[config.mk]
export PLATFORM = sky130hd
export DESIGN_NAME = bus_memory
export DESIGN_NICKNAME = d
export VERILOG_FILES = /design/src/rtl/bus_memory.sv
export SDC_FILE = /design/constraint.sdc
export NUM_CORES = 2
export LEC_CHECK = 0
export BUFFER_PORTS_ARGS = -buffer_cell sky130_fd_sc_hd__buf_2
export CORE_MARGIN = 1
export CORE_UTILIZATION = 40
export DETAILED_ROUTE_END_ITERATION = 8
export GPL_TIMING_DRIVEN = 0
export SYNTH_ARGS = -nofsm -noshare
export SYNTH_HDL_FRONTEND = slang
export SYNTH_SLANG_ARGS = --single-unit
[constraint.sdc]
create_clock -name CLK -period 15.6 [get_ports CLK]
set_input_delay 0.78 -clock CLK [delete_from_list [all_inputs] [get_ports CLK]]
set_output_delay 0.78 -clock CLK [all_outputs]
set_load 0.02 [all_outputs]
[src/rtl/bus_memory.sv]
// Unified program/data memory on the shared 8-bit bus: a two-phase core access
// (address phase, then data phase) plus a side loader port usable when the bus is idle.
module bus_memory #(
  parameter int DATA_W    = 8,
  parameter int ADDR_W    = 8,
  parameter bit INIT_ZERO = 1'b1
) (
  input  logic              CLK,
  input  logic              RST,
  input  logic              cmd_valid,
  input  logic              cmd_write,
  input  logic [DATA_W-1:0] bus_in,
  output logic [DATA_W-1:0] bus_out,
  output logic              bus_oe,
  output logic              rd_valid,
  output logic              busy,
  output logic              cmd_err,
  input  logic              load_en,
  input  logic [ADDR_W-1:0] load_addr,
  input  logic [DATA_W-1:0] load_data,
  output logic              load_ack
);

  // state   | meaning
  // IDLE    | accepting an address phase or a loader write
  // RD_DATA | driving the read byte onto the bus
  // WR_DATA | capturing write data from the bus at the closing edge
  typedef enum logic [1:0] {IDLE, RD_DATA, WR_DATA} state_t;

  localparam int DEPTH = 2**ADDR_W;

  // Contents are never reset; the initializer only sets the time-zero image.
  logic [DATA_W-1:0] r_mem [DEPTH] = '{default: (INIT_ZERO ? '0 : 'x)};

  state_t            r_state;
  state_t            w_state_nxt;
  logic [ADDR_W-1:0] r_addr;
  logic [DATA_W-1:0] r_rdata;
  logic              r_cmd_err;
  logic              r_load_ack;
  logic              w_idle;
  logic              w_rd_cmd;
  logic              w_wr_cmd;
  logic              w_load;
  logic              w_wr_commit;
  logic [ADDR_W-1:0] w_bus_addr;

  assign w_idle      = (r_state == IDLE);
  assign w_bus_addr  = bus_in[ADDR_W-1:0];
  assign w_rd_cmd    = w_idle && cmd_valid && !cmd_write;
  assign w_wr_cmd    = w_idle && cmd_valid && cmd_write;
  assign w_load      = w_idle && load_en && !cmd_valid;
  assign w_wr_commit = (r_state == WR_DATA);

  always_ff @(posedge CLK or negedge RST) begin
    if (!RST) r_state <= IDLE;
    else      r_state <= w_state_nxt;
  end

  always_comb begin
    w_state_nxt = r_state;
    case (r_state)
      IDLE: begin
        if (w_rd_cmd)      w_state_nxt = RD_DATA;
        else if (w_wr_cmd) w_state_nxt = WR_DATA;
      end
      RD_DATA: w_state_nxt = IDLE;
      WR_DATA: w_state_nxt = IDLE;
      default: w_state_nxt = IDLE;
    endcase
  end

  always_ff @(posedge CLK or negedge RST) begin
    if (!RST) begin
      r_addr     <= '0;
      r_rdata    <= '0;
      r_cmd_err  <= 1'b0;
      r_load_ack <= 1'b0;
    end else begin
      if (w_rd_cmd || w_wr_cmd) r_addr <= w_bus_addr;
      if (w_rd_cmd)             r_rdata <= r_mem[w_bus_addr];
      r_cmd_err  <= cmd_valid && !w_idle;
      r_load_ack <= w_load;
    end
  end

  // Reset forces r_state to IDLE asynchronously, so an in-flight write never commits.
  always_ff @(posedge CLK) begin
    if (w_wr_commit)  r_mem[r_addr]    <= bus_in;
    else if (w_load)  r_mem[load_addr] <= load_data;
  end

  assign bus_oe   = (r_state == RD_DATA);
  assign rd_valid = (r_state == RD_DATA);
  assign busy     = (r_state != IDLE);
  assign bus_out  = r_rdata;
  assign cmd_err  = r_cmd_err;
  assign load_ack = r_load_ack;

endmodule

; Yosys cells after proc, flatten, opt, wreduce, memory -nomap -nowiden
; Memory sizes are Yosys's and may differ from the RTL's. A register that Yosys moved wholly into a read port is not among the register bits.
; Index checks and enable logic that the tools add are counted.
[totals]
elab_cells = 33
register_bits = 12
out_inout_bits = 13
mem_count = 1
ramBits = 2048
input_bits = 29
[op_classes]
muxes = 11
reduce_logical = 14
eq_ne = 3
[mem_list]
columns = memory, depth, width, read_ports, rd_clocked_by_memory_dff, write_ports, line
row1 = r_mem, 256, 8, 1, 1, 1, 33  ; logic [DATA_W-1:0] r_mem [DEPTH] = '{default: (INIT_ZERO ? '0 : 'x)};
[ops]
columns = op, n
row1 = $mux W8, 2
row2 = $reduce_or A8 Y1, 1
row3 = $logic_and A1 B1 Y1, 6
row4 = $mux W1, 6
row5 = $mux W2, 3
row6 = $logic_not A1 Y1, 4
row7 = $ne A3 B1 Y1 const B, 1
row8 = $eq A2 B1 Y1 const B, 1
row9 = $eq A2 B2 Y1 const B, 1
row10 = $logic_not A2 Y1, 1
row11 = $reduce_bool A2 Y1, 1
row12 = $logic_or A1 B1 Y1, 1

; Logic depth before layout (Yosys ltp)
[depth]
word_depth = 8
depth_mapped = 13
depth_no_buf = 7

; Worst setup path before layout
; Ideal clock, no wire load.
[synth_timing]
kind = input port to flip-flop
startpoint = input port bus_in[2]
endpoint = memory r_mem[0][2] (data pin)
arrival_ps = 11645
n_path_buf = 5
t_required_ps = 13411
slack_ps = 1766
stages = 7
setup_ps = 2189
cell_sequence = buf_2 -> buf_4 -> inv_1 -> buf_2 -> clkbuf_1 -> clkbuf_1 -> o21ai_0
[synth_via]
elab_chain_cells = 1
[synth_rtl]
columns = element, line
row1 = start: declaration, 12  ; input logic [DATA_W-1:0] bus_in,
row2 = $mux W8 (no source line), -
row3 = end: declaration, 33
; No other way between the ends.

==> results.cfg <==
[sta]
fmax_mhz = 179
max_slew_margin_pct = -4.57
fin_crit_ns = 5.59
final.setup_skew_ns = 0.0302
grt_setup_unrepaired = false
fin_crit_sh_pct = 35.8
worst_slack_ns = 10.01
worst_pin_slew_ns = 1.55
setup_viol = 0
maxSlewViolCount = 42
hold_viol = 0

[floorplanning]
start_util_pct = 40.3
dieArea_sq_um = 206000
die_h_um = 454
die_x_um = 454
core_area_sq_um = 203000
pin_count = 42
rows = 165

[drt]
drc = 0
postRouteAntennaNets = 0
post_drt_via_cell_ratio = 6.41
first_iter_violations = 8047
post_drt_wl_per_cell_um = 40.2
firstDrtPassIters = 8
vias = 45040
wl_um = 282000

[synthesis]
ys_seq_area_share_pct = 76.0
synth-edff-count = 2048
synth.area.top_cells = edfxtp_1, mux4_2, mux4_1
synth_top_flop_cell = edfxtp_1
async_reset_ff_share_pct = 0.967
ys_types = 74
ys_ff_latch = 2068
synth_warnings = 0
syn_avg_cell_area_sq_um = 20.9
yosysTopAreaCell = edfxtp_1
synth_area_sq_um = 81600
syn_inst = 3909
synth_fp_nets = 3938
synth_top_area_share_pct = 75.4

[layout]
nNetsFinal = 4213
n_fill_cell = 16875
final_util_pct = 45.6
final_common_cell = edfxtp_1
drive_above_1_share_pct = 21.0
fin_area_sq_um = 92300
mostFrequentLayoutCells = edfxtp_1, mux4_2, nor2_1, mux2i_1, clkbuf_16
area_delta_synth_final_pct = 13.1

[critical_path]
worstSetupPathType = input port to flop
cp_data_arrival_time_ns = 6.36
max_stage_delay_ns = 0.98
cp-start-kind = input port
crit_fanout = 10
critPathSlowestCell = nor4_1
crit_required_ns = 16.37
crit_path_end_kind = flop
crit_top_cell = buf_2
path_buf_inv = 7
path_delay_family = buffers and inverters
crit_chain = buf_2, buf_2, buf_4, inv_1, buf_2, clkbuf_2, clkbuf_1, a211oi_1, nor4_1, nand4_1, o211ai_1

[grt]
antenna_found_initial = 20
grt_max_degree = 149
first_global_vias = 42234
grt_usage_pct = 27.2
gr-total-overflow = 0
grt_pass1_wl_um = 373000

[place]
postPlaceCellArea_sq_um = 85900
pre_cts_ws_ns = 9.45
place_hpwl_um = 187000
portBuffers = 38
place.gp.congestion = 0.953

[clock_network]
cts_hold_buf = 1
clockBufferDepth = 3
root_buffer = clkbuf_16
h-tree-depth = 4
clock_latency_ns = 0.87
cts.reportedPaths.clkPinSlew_ns = 0.06
cts_setup_buffers = 0
ctsResizeCount = 0
cts_buffers = 199
cts_tree = yes
clkSinkCount = 2068

[status]
status = finished with violations
violations = max-capacitance violations, max-slew violations

[pwr]
powerDensity_nw_per_um2 = 129
irDropWorstVdd_uv = 122
p_leak_nw = 29.1

[job]
drv_cap = 6

[hold_path]
hold_path.class = input port to flop
report_power, final:
part	switching [mW]	internal, mW
clock	2.14	2.65
sequential	0.0158	6.19
combinational	0.638	0.242
final cells by class:
cell class	instances	area, sq um	share of cell area [%]
Clock buffer	262	5330	5.77
Timing Repair Buffer	74	873	0.946
Sequential cell	2068	62000	67.2
Tap cell	2672	3340	3.62
Inverter	5	20.0	0.0217
Multi-Input combinational cell	1605	17900	19.4
Antenna cell	13	32.5	0.0352
Buffer	231	1830	1.98
Clock inverter	94	977	1.06
logic make-up after synthesis:
kind of cell | share of synthesized area (%)
mux | 15.5
compound gates | 3.15
buf+inv | 2.24
flops | 76.0
simple gates | 3.12
sequential cells by signal (all words and copies together) (netlist names):
register and count:
r_addr 8, load_ack 1, r_mem 2048, bus_out 8, r_state 2, cmd_err 1
worst paths after layout:
kind | from | to | slack [ns] | depth (start not counted)
max | bus_in[2] | bus_out[0] | 10.01 | 11
min | cmd_write | r_state[1] | 0.17 | 2
min in group asynchronous | RST | load_ack | 0.51 | 2
max reg2reg | r_state[1] | r_mem[113][2] | 10.59 | 7
min reg2reg | bus_out[4] | bus_out[4] | 0.53 | 2
max in group asynchronous | RST | r_addr[4] | 14.55 | 2
synth_stat cells, types with 20 or more instances:
| master | count |
|---|---|
| edfxtp_1 | 2048 |
| mux4_2 | 339 |
| nor2_1 | 290 |
| mux2i_1 | 212 |
| nand2_1 | 112 |
| mux4_1 | 95 |
| clkbuf_1 | 74 |
| o22ai_1 | 73 |
| buf_2 | 54 |
| nand3_1 | 41 |
| o21ai_0 | 38 |
| mux2_2 | 37 |
| o221ai_1 | 37 |
| a21oi_1 | 34 |
| buf_6 | 32 |
| a211oi_1 | 30 |
| a22oi_1 | 25 |
| buf_12 | 21 |
| a2111oi_0 | 20 |
| a22o_1 | 20 |
| dfrtp_1 | 20 |
layer usage:
| layer | share of wire [%] | vias to the layer above | GRT usage (%) |
|---|---|---|---|
| met2 | 45 | 3379 | 41.0 |
| met3 | 12 | 717 | 7.36 |
| met1 | 37 | 23983 | 36.3 |
| li1 | - | 16953 | - |
| met5 | 0.025 | - | 0 |
| met4 | 5.9 | 8 | 13.6 |
through the flow:
| stage | setup TNS (ns) | total power [mW] | std cells | hold WS, ns |
|---|---|---|---|---|
| CTS | 0 | 11.8 | 7010 | 0.124 |
| finish | 0 | 11.9 | 7024 | 0.165 |
| floorplan | 0 | 6.78 | 3909 | 0.484 |
| detailed placement | 0 | 7.17 | 6653 | 0.516 |
| global route | 0 | 12.1 | 7015 | 0.143 |
| global placement | -9499.30 | 7.23 | 6619 | 0.505 |
No activity file was read; power rests on OpenSTA's default activity.
